`src/rtl/acc_cpu_pkg.sv`:
```
// Shared definitions for the accumulator CPU: FSM state encoding, opcode map
// and opcode classification helpers.
package acc_cpu_pkg;

   typedef enum logic [1:0] {
      ST_FETCH = 2'd0,
      ST_EXEC  = 2'd1,
      ST_HALT  = 2'd2
   } state_e;

   typedef enum logic [3:0] {
      OP_NOP = 4'h0,
      OP_LDA = 4'h1,
      OP_STA = 4'h2,
      OP_ADD = 4'h3,
      OP_SUB = 4'h4,
      OP_AND = 4'h5,
      OP_OR  = 4'h6,
      OP_XOR = 4'h7,
      OP_NOT = 4'h8,
      OP_SHL = 4'h9,
      OP_SHR = 4'hA,
      OP_JMP = 4'hB,
      OP_JZ  = 4'hC,
      OP_JC  = 4'hD,
      OP_JN  = 4'hE,
      OP_HLT = 4'hF
   } opcode_e;

   // Instructions whose result lands in ACC and therefore update ZF/NF.
   function automatic logic op_writes_acc(input opcode_e op);
      return op inside {OP_LDA, OP_ADD, OP_SUB, OP_AND, OP_OR,
                        OP_XOR, OP_NOT, OP_SHL, OP_SHR};
   endfunction

endpackage

```
`src/rtl/acc_alu.sv`:
```
// Combinational ALU for the accumulator CPU. Carry passes through unchanged
// for every operation that does not define its own carry.
module acc_alu
   import acc_cpu_pkg::*;
#(
   parameter int DATA_W = 16
) (
   input  opcode_e           op_i,
   input  logic [DATA_W-1:0] a_i,
   input  logic [DATA_W-1:0] b_i,
   input  logic              cf_i,
   output logic [DATA_W-1:0] res_o,
   output logic              cf_o
);

   always_comb begin
      res_o = a_i;
      cf_o  = cf_i;
      case (op_i)
         OP_LDA: res_o = b_i;
         OP_ADD: {cf_o, res_o} = {1'b0, a_i} + {1'b0, b_i};
         // The extra top bit of the widened difference is the borrow.
         OP_SUB: {cf_o, res_o} = {1'b0, a_i} - {1'b0, b_i};
         OP_AND: res_o = a_i & b_i;
         OP_OR:  res_o = a_i | b_i;
         OP_XOR: res_o = a_i ^ b_i;
         OP_NOT: res_o = ~a_i;
         OP_SHL: begin
            res_o = {a_i[DATA_W-2:0], 1'b0};
            cf_o  = a_i[DATA_W-1];
         end
         OP_SHR: begin
            res_o = {1'b0, a_i[DATA_W-1:1]};
            cf_o  = a_i[0];
         end
         default: ;
      endcase
   end

endmodule

```
`src/rtl/acc_cpu_core.sv`:
```
// Two-cycle-per-instruction accumulator CPU: FETCH latches IR and bumps PC,
// EXEC performs the instruction; HLT parks the FSM until reset.
module acc_cpu_core
   import acc_cpu_pkg::*;
#(
   parameter int DATA_W = 16,
   parameter int ADDR_W = 5
) (
   input  logic              clk,
   input  logic              rst,
   input  logic              run,
   output logic [ADDR_W-1:0] im_addr,
   input  logic [DATA_W-1:0] im_rdata,
   output logic [ADDR_W-1:0] dm_addr,
   output logic [DATA_W-1:0] dm_wdata,
   output logic              dm_we,
   input  logic [DATA_W-1:0] dm_rdata,
   output logic [DATA_W-1:0] acc_out,
   output logic [DATA_W-1:0] ir_out,
   output logic [ADDR_W-1:0] pc_out,
   output logic              zf,
   output logic              cf,
   output logic              nf,
   output logic              halted
);

   state_e            state_q, state_d;
   logic [ADDR_W-1:0] pc_q, pc_d;
   logic [DATA_W-1:0] ir_q, ir_d;
   logic [DATA_W-1:0] acc_q, acc_d;
   logic              zf_q, zf_d;
   logic              cf_q, cf_d;
   logic              nf_q, nf_d;

   opcode_e           op;
   logic [ADDR_W-1:0] opnd_addr;
   logic [DATA_W-1:0] alu_res;
   logic              alu_cf;

   assign op        = opcode_e'(ir_q[DATA_W-1 -: 4]);
   assign opnd_addr = ir_q[ADDR_W-1:0];

   acc_alu #(.DATA_W(DATA_W)) u_alu (
      .op_i  (op),
      .a_i   (acc_q),
      .b_i   (dm_rdata),
      .cf_i  (cf_q),
      .res_o (alu_res),
      .cf_o  (alu_cf)
   );

   always_comb begin
      state_d = state_q;
      pc_d    = pc_q;
      ir_d    = ir_q;
      acc_d   = acc_q;
      zf_d    = zf_q;
      cf_d    = cf_q;
      nf_d    = nf_q;
      dm_we   = 1'b0;
      if (run) begin
         case (state_q)
            ST_FETCH: begin
               ir_d    = im_rdata;
               pc_d    = pc_q + 1'b1;
               state_d = ST_EXEC;
            end
            ST_EXEC: begin
               state_d = ST_FETCH;
               cf_d    = alu_cf;
               if (op_writes_acc(op)) begin
                  acc_d = alu_res;
                  zf_d  = (alu_res == '0);
                  nf_d  = alu_res[DATA_W-1];
               end
               // Conditional jumps test the flags as they were when EXEC began.
               case (op)
                  OP_STA: dm_we = 1'b1;
                  OP_JMP: pc_d = opnd_addr;
                  OP_JZ:  if (zf_q) pc_d = opnd_addr;
                  OP_JC:  if (cf_q) pc_d = opnd_addr;
                  OP_JN:  if (nf_q) pc_d = opnd_addr;
                  OP_HLT: state_d = ST_HALT;
                  default: ;
               endcase
            end
            ST_HALT: ;
            default: state_d = ST_FETCH;
         endcase
      end
   end

   always_ff @(posedge clk or posedge rst) begin
      if (rst) begin
         state_q <= ST_FETCH;
         pc_q    <= '0;
         ir_q    <= '0;
         acc_q   <= '0;
         zf_q    <= 1'b0;
         cf_q    <= 1'b0;
         nf_q    <= 1'b0;
      end else begin
         state_q <= state_d;
         pc_q    <= pc_d;
         ir_q    <= ir_d;
         acc_q   <= acc_d;
         zf_q    <= zf_d;
         cf_q    <= cf_d;
         nf_q    <= nf_d;
      end
   end

   assign im_addr  = pc_q;
   assign dm_addr  = opnd_addr;
   assign dm_wdata = acc_q;
   assign acc_out  = acc_q;
   assign ir_out   = ir_q;
   assign pc_out   = pc_q;
   assign zf       = zf_q;
   assign cf       = cf_q;
   assign nf       = nf_q;
   assign halted   = (state_q == ST_HALT);

endmodule

```
`config.mk`:
```
export PLATFORM = sky130hd
export DESIGN_NAME = acc_cpu_core
export DESIGN_NICKNAME = d
export VERILOG_FILES = /design/src/rtl/acc_cpu_pkg.sv /design/src/rtl/acc_alu.sv /design/src/rtl/acc_cpu_core.sv
export SDC_FILE = /design/constraint.sdc
export NUM_CORES = 1
export LEC_CHECK = 0
export CORE_UTILIZATION = 30
export CTS_BUF_LIST = sky130_fd_sc_hd__clkbuf_4 sky130_fd_sc_hd__clkbuf_8
export CTS_CLUSTER_SIZE = 10
export DETAILED_ROUTE_END_ITERATION = 6
export GPL_ROUTABILITY_DRIVEN = 0
export MAX_ROUTING_LAYER = met4
export PLACE_DENSITY = 0.57
export RECOVER_POWER = 25
export REMOVE_ABC_BUFFERS = 1
export SYNTH_ARGS = -nofsm -noshare
export SYNTH_HDL_FRONTEND = slang
export SYNTH_SLANG_ARGS = --single-unit
```
`constraint.sdc`:
```
create_clock -name clk -period 3.6 [get_ports clk]
set_input_delay 0.72 -clock clk [delete_from_list [all_inputs] [get_ports clk]]
set_output_delay 0.72 -clock clk [all_outputs]
set_load 0.02 [all_outputs]
```
Word level (Yosys, flattened, before mapping)
Index checks and enable logic that the tools add are counted.
W data, S select, Z words.
{"block": "word_totals", "ff_bits": 42, "in_bits": 35, "out_inout_bits": 68, "word_cells": 58}
{"block": "op_classes", "add_sub_neg": 3, "n_eq_ne": 21, "muxes": 12, "bitwise": 5, "n_reduce_logical": 10}
{"op": "$pmux W16 S9", "n": 1}
{"op": "$eq A4 B4 Y1 const B", "n": 8}
{"op": "$pmux W5 S4", "n": 1}
{"op": "$add A16 B16 Y17", "n": 1}
{"op": "$sub A16 B16 Y17", "n": 1}
{"op": "$and A16 B16 Y16", "n": 1}
{"op": "$eq A4 B3 Y1 const B", "n": 4}
{"op": "$logic_not A16 Y1", "n": 1}
{"op": "$not A16 Y16", "n": 1}
{"op": "$or A16 B16 Y16", "n": 1}
{"op": "$xor A16 B16 Y16", "n": 1}
{"op": "$mux W5", "n": 3}
{"op": "$pmux W5 S2", "n": 1}
{"op": "$ne A3 B3 Y1 const B", "n": 3}
{"op": "$reduce_bool A9 Y1", "n": 1}
{"op": "$eq A4 B2 Y1 const B", "n": 2}
{"op": "$pmux W2 S3", "n": 1}
{"op": "$reduce_and A3 Y1", "n": 2}
{"op": "$reduce_and A6 Y1", "n": 1}
{"op": "$add A5 B1 Y5 const B", "n": 1}
{"op": "$ne A5 B2 Y1 const B", "n": 1}
{"op": "$eq A4 B1 Y1 const B", "n": 1}
{"op": "$pmux W1 S4", "n": 1}
{"op": "$reduce_and A2 Y1", "n": 2}
{"op": "8 further kinds", "n": 10}

Longest topological paths before layout
Gate-level depths: netlist of run 1.
{"block": "depth", "word_depth": 4, "depth_mapped": 14, "mapped_depth_nobuf": 13}

By module
From an unflattened synthesis of run 1, not the netlist that was laid out.
{"block": "hier_totals", "hier_cells": 692, "hier_area_um2": 5367.6}
{"mod": "acc_alu", "n_inst": 1, "cells_each": 525, "area_each_um2": 3335.7, "seq_area_each_um2": 0.0}
{"mod": "acc_cpu_core", "n_inst": 1, "cells_each": 167, "area_each_um2": 2031.9, "seq_area_each_um2": 1026.0}

Least setup slack after synthesis of run 1
No wires, ideal clock.
{"block": "synth_timing", "path_type": "input to register", "start": "input dm_rdata[6]", "end": "register zf_q, in the netlist zf", "setup_time_ps": 104, "arrival_ps": 3352, "required_ps": 3496, "path_slack_ps": 144, "path_stages": 13, "n_path_buf": 1, "path_cell_list": "inv_1 -> ha_1 -> buf_2 -> a2111oi_2 -> o21ai_1 -> a31o_1 -> or2_4 -> a311oi_2 -> nor3_1 -> a32o_1 -> o41ai_2 -> nand2_1 -> o41ai_2"}
{"block": "synth_between", "elab_chain_cells": 3, "elab_cells_between_ends": 7, "classes_between": "add/sub (2); mux (1); bitwise (3); reduce/logical (1)"}
{"element": "start, declared", "line": "acc_cpu_core.sv:17", "source": "input logic [DATA_W-1:0] dm_rdata,"}
{"element": "$sub A16 B16 Y17, or another cell as far along", "line": "acc_alu.sv:23", "source": "OP_SUB: {cf_o, res_o} = {1'b0, a_i} - {1'b0, b_i};"}
{"element": "$pmux W16 S9 (*)", "line": "acc_alu.sv:19", "source": "case (op_i)"}
{"element": "$logic_not A16 Y1 (*)", "line": "acc_cpu_core.sv:73", "source": "zf_d = (alu_res == '0);"}
{"element": "end signal, assigned", "line": "acc_cpu_core.sv:107", "source": "zf_q <= zf_d;"}
{"element": "end, declared", "line": "acc_cpu_core.sv:31", "source": "logic zf_q, zf_d;"}
Every way passes the cells marked *; elsewhere a longest branch is shown, timed or not.
A chain may end at the register's enable or synchronous reset.

Worst setup path in the final report of run 1
{"block": "layout_timing", "start": "input dm_rdata[2]", "end": "register zf_q, in the netlist zf"}
The elaborated chain is that of the path after synthesis.

==> impl_results.rst, run 1 <==
.. list-table::
   :header-rows: 1

   * - Metric
     - Value
   * - Fraction of registers with async set/reset
     - between 90% and 100%
   * - Met2 WL post-DR
     - 8.665 mm
   * - Time the worst path needs with I/O delays and setup
     - 3.549 ns
   * - Worst min-delay path endpoint
     - ir_out[10]
   * - Run status
     - complete, but fails checks
   * - Num Clock Sinks
     - 41
   * - Internal power component
     - 3.148 mW
   * - Total negative slack for setup checks
     - 0 ns
   * - Overall Global Routing Usage
     - between 20 and 25%
   * - Area occupied by multi-input gates
     - 3915 µm²
   * - Flop pwr share
     - between 10% and 20%
   * - Part of the total power dissipated in combinational logic
     - 80.1%
   * - Die height
     - 133.8 µm
   * - FMAX
     - 281.8 MHz
   * - Skew final
     - 0.02020 ns
   * - Die W
     - approximately 130 µm
   * - Worst vdd rail ir drop
     - 0.3604 mV
   * - Area of the mapped netlist
     - roughly 5200 µm²
   * - Buffer depth of the longest clock path
     - 2
   * - Placed Instance Area
     - ~7100 µm²
   * - Pwr Density
     - 822.8 nW/µm²
   * - Portion of the post-synthesis area used by sequential elements
     - 19.67%
   * - Total routed wire length on the met1 layer
     - 8.713 mm
   * - Reported max-cap violation count
     - 1
   * - Most frequently used flop master after synthesis
     - dfrtp_1
   * - Detailed router's first-iteration violation count
     - between 500 and 600
   * - Final count of negative-setup-slack endpoints
     - 0
   * - Level count of the clock H-tree
     - 2
   * - Wire length reported by the detailed router
     - 19.47 mm
   * - Slew at the pin closest to its max-slew limit
     - 1.718 ns
   * - Worst-case hold slack
     - 0.5078 ns
   * - Arrival time reported for the critical path endpoint
     - 3.78 ns
   * - Starting density of the core
     - 31.12%
   * - Antenna Cells
     - 0
   * - Syn_area_per_cell
     - 7.647 µm²
   * - Port bufs
     - 102
   * - Post-layout net count
     - 939
   * - Reg-to-Reg End
     - zf
   * - Area of the die
     - 17,910 µm²
   * - Clock buffer count from CTS
     - 5
   * - Router iterations before antenna repair
     - 5
   * - Std cell rows
     - between 40 and 50
   * - Synth area leader
     - dfrtp_1
   * - Hold crit path type
     - flip-flop to flip-flop
   * - Total area of sequential cells
     - 1026 µm²
   * - Endpoint class of the critical path
     - flip-flop
   * - Warnings, synthesis
     - 0
   * - Hold Path Cell Cnt
     - 1
   * - Data required time of the critical path
     - around 3.8 ns
   * - Final hold violation count
     - 0
   * - Boundary pin count
     - 103
   * - Largest driver fanout on the critical path
     - 4
   * - Setup slack of the worst register-to-register path
     - 0.19 ns
   * - Fraction of final layout cells sized beyond drive strength 1
     - 25.29%
   * - Instance count of the mapped netlist
     - 682
   * - Detailed-routed wire length on met3
     - 1.584 mm
   * - Via total after detailed routing
     - between 5,000 and 6,000
   * - Core region area
     - 16,760 µm²
   * - Violations in the final reports
     - max-capacitance violations, max-slew violations
   * - Number of hold buffers added after CTS
     - 0
   * - Static Leak
     - 3.250 nW
   * - Clock share of power
     - approximately 5.6%
   * - Global-route wire length before repair
     - between 30 and 40 mm
   * - Reg-to-Reg Start
     - acc_out[0]
   * - Number of design rule violations left after detail routing
     - 0
   * - Number of cells in the design after placement
     - 1,058
   * - Post-DR wirelength/cell
     - 18.20 µm
   * - CTS tree
     - done
   * - Register bit total from synthesis
     - 41
   * - Layout Cell Area excl Fill
     - 7562 µm²
   * - Top metal layer carrying routed signals
     - met4
   * - Maximum number of pins on one net before global-route repair
     - 48
   * - Setup CP Type
     - input pin to flip-flop
   * - Final cell count without fillers
     - 1,070
   * - Insertion delay to the later sink of the worst-skew pair
     - 0.34 ns
   * - Master cell of the clock root buffer
     - clkbuf_8
   * - Slew Viols, Final
     - 42
   * - Depth of the worst register-to-register path
     - 15
   * - Total of fill cells in the finished design
     - between 1,500 and 2,000
   * - Switching power share of the total
     - 49.40%
   * - Clock slew at the register clock pins of the worst setup and hold paths
     - 0.09 ns
   * - Share of Yosys cell area claimed by the top area cell type
     - 19.67%
   * - Startpoint class of the critical path
     - input pin
   * - Worst-case headroom to the max-slew limit
     - -14.68%
   * - RSZ-0062 raised after global routing
     - false
   * - Sw power
     - 3.073 mW
   * - Count of flip-flops with a built-in enable after synthesis
     - 0
   * - Vias/cell
     - between 5 and 6
   * - Startpoint of the most critical hold path
     - ir_out[10]
   * - Via count of the first global-routing pass
     - 5,692
   * - Number of library cell types mapped by synthesis
     - 75
   * - Growth of design area from synthesis to finish
     - 45.01%
   * - PnR Total Power
     - 6.222 mW
   * - Final worst path period share
     - 98.58%
   * - Initial antenna violation count
     - 0
   * - Leading post-synthesis cells by cell area
     - dfrtp_1 20%, ha_1 12%, a21oi_1 6.1%, buf_4 4.2%, inv_1 4.1%
   * - Number of antenna-violating nets in the routed design
     - 0
   * - Remaining global-route overflow
     - 0
   * - HPWL Detailed
     - around 15 mm
[per-stage QoR]
stage | worst slack, ns | utilization [%]
finish | 0.05126 | 45.12
global route | 0.004864 | 45.12
CTS | 0.01717 | 44.73
floorplan | -0.1090 | -
detailed placement | -0.7511 | 42.38
global placement | -0.6725 | 42.38
[what timing repair did]
item / CTS / global route
setup endpoints to repair: 5 / 2
pin swaps: 27 / 10
buffers inserted: 3 / 2
resized for setup: 63 / 10
[logic make-up after synthesis]
logic type | synth area share (%)
adder cells (fa/ha/maj) | 13.24
multiplexers | 5.350
buffers and inverters | 11.88
AND/OR/NAND/NOR | 17.59
AO/OA/AOI/OAI | 31.43
flip-flops | 19.67
XOR/XNOR | 0.8397
[state kept, by name, summed over array words and instances (netlist names)]
register,cells
acc_out,16
ir_out,16
cf,1
zf,1
im_addr,5
state_q,2
[cell usage in the layout, fill, tap and decap left out, types with 5 or more instances in the layout]
cell type | synthesis | routed
nor2b_1 | 10 | 9
inv_1 | 57 | 49
inv_2 | 0 | 8
nor3_1 | 14 | 12
nand3_1 | 12 | 12
o22ai_1 | 13 | 12
nand2_1 | 55 | 55
o21ai_0 | 42 | 41
ha_4 | 0 | 7
a22oi_1 | 10 | 10
buf_4 | 29 | 129
a21o_1 | 5 | 5
dfrtp_1 | 41 | 41
o21bai_1 | 7 | 5
nor2_1 | 53 | 52
a2bb2oi_1 | 5 | 5
dlygate4sd2_1 | 0 | 7
clkdlybuf4s50_1 | 0 | 92
o32ai_1 | 5 | 5
and3_1 | 5 | 5
ha_2 | 0 | 8
ha_1 | 52 | 37
a21oi_1 | 64 | 61
mux2i_1 | 11 | 11
a32oi_1 | 5 | 5
nand2b_1 | 14 | 14
o211ai_1 | 8 | 8
clkbuf_8 | 0 | 6
nor3b_1 | 5 | 5
mux2_2 | 13 | 13
[how the worst max path moves through the flow]
stage                 from  endpoint  slack (ns)  cells after the start
6_report       dm_rdata[2]        zf        0.05                     14
5_1_grt        dm_rdata[0]        zf       0.005                     17
4_1_cts        dm_rdata[1]        zf        0.02                     15
3_5_place_dp   dm_rdata[1]        zf       -0.75                     16
3_3_place_gp   dm_rdata[1]        zf       -0.67                     16
2_1_floorplan   ir_out[12]        zf       -0.11                     10
[worst max-delay path: stages]
cell and delay, ns:
dlygate4sd2_1 0.27, ha_2 0.21, buf_4 0.13, buf_4 0.14
o31a_1 0.31, buf_4 0.14, nor3_2 0.16, mux2i_1 0.09
or4_1 0.48, a21oi_2 0.15, o2111a_1 0.28, o2111ai_2 0.15
a2111o_1 0.35, o41ai_2 0.20
[area by class of cell]
class                      instances  share of cell area (%)
clock inverter                     1                 0.09927
multi-input combinational        511                   51.77
inverter                          57                   2.829
sequential                        41                   13.57
timing repair buffer             234                   27.00
clock buffer                       6                   1.092
tap                              220                   3.640
[cells in the mapped netlist, drive strengths merged, types with 7 or more instances]
cell,count
o211ai,8
nor2b,10
nand2,55
ha,52
nand3,12
mux2i,11
o21bai,7
o22ai,13
o41ai,7
a22oi,10
clkbuf,24
buf,49
dfrtp,41
mux2,13
o21ai,44
a21oi,64
inv,57
a221oi,7
nand2b,14
nor3,15
nor2,53
[per-layer routing]
layer,GRT usage [%],up-vias
li1,-,2804
met1,30.41,2761
met2,34.43,290
met3,4.119,51
met4,6.755,0
met5,-,-
[power by group through the flow]
stage / logic [mW] / clock network [mW] / registers (mW)
after global routing: 5.34 / 0.382 / 0.919
after CTS: 4.84 / 0.361 / 0.886
after global placement: 4.47 / 0 / 0.887
final: 4.98 / 0.348 / 0.890
after floorplan: 1.89 / 0 / 1.32
after detailed placement: 4.47 / 0 / 0.892
(Power assumes the default switching activity.)
==> inputs of run 2 (changes only) <==
--- a/config.mk
+++ b/config.mk
@@ -17,3 +17,4 @@
 export SYNTH_ARGS = -nofsm -noshare
 export SYNTH_HDL_FRONTEND = slang
 export SYNTH_SLANG_ARGS = --single-unit
+export TNS_END_PERCENT = 50
==> results of run 2 <==
No change in the layout: final DEF, timing and power equal those of run 1.
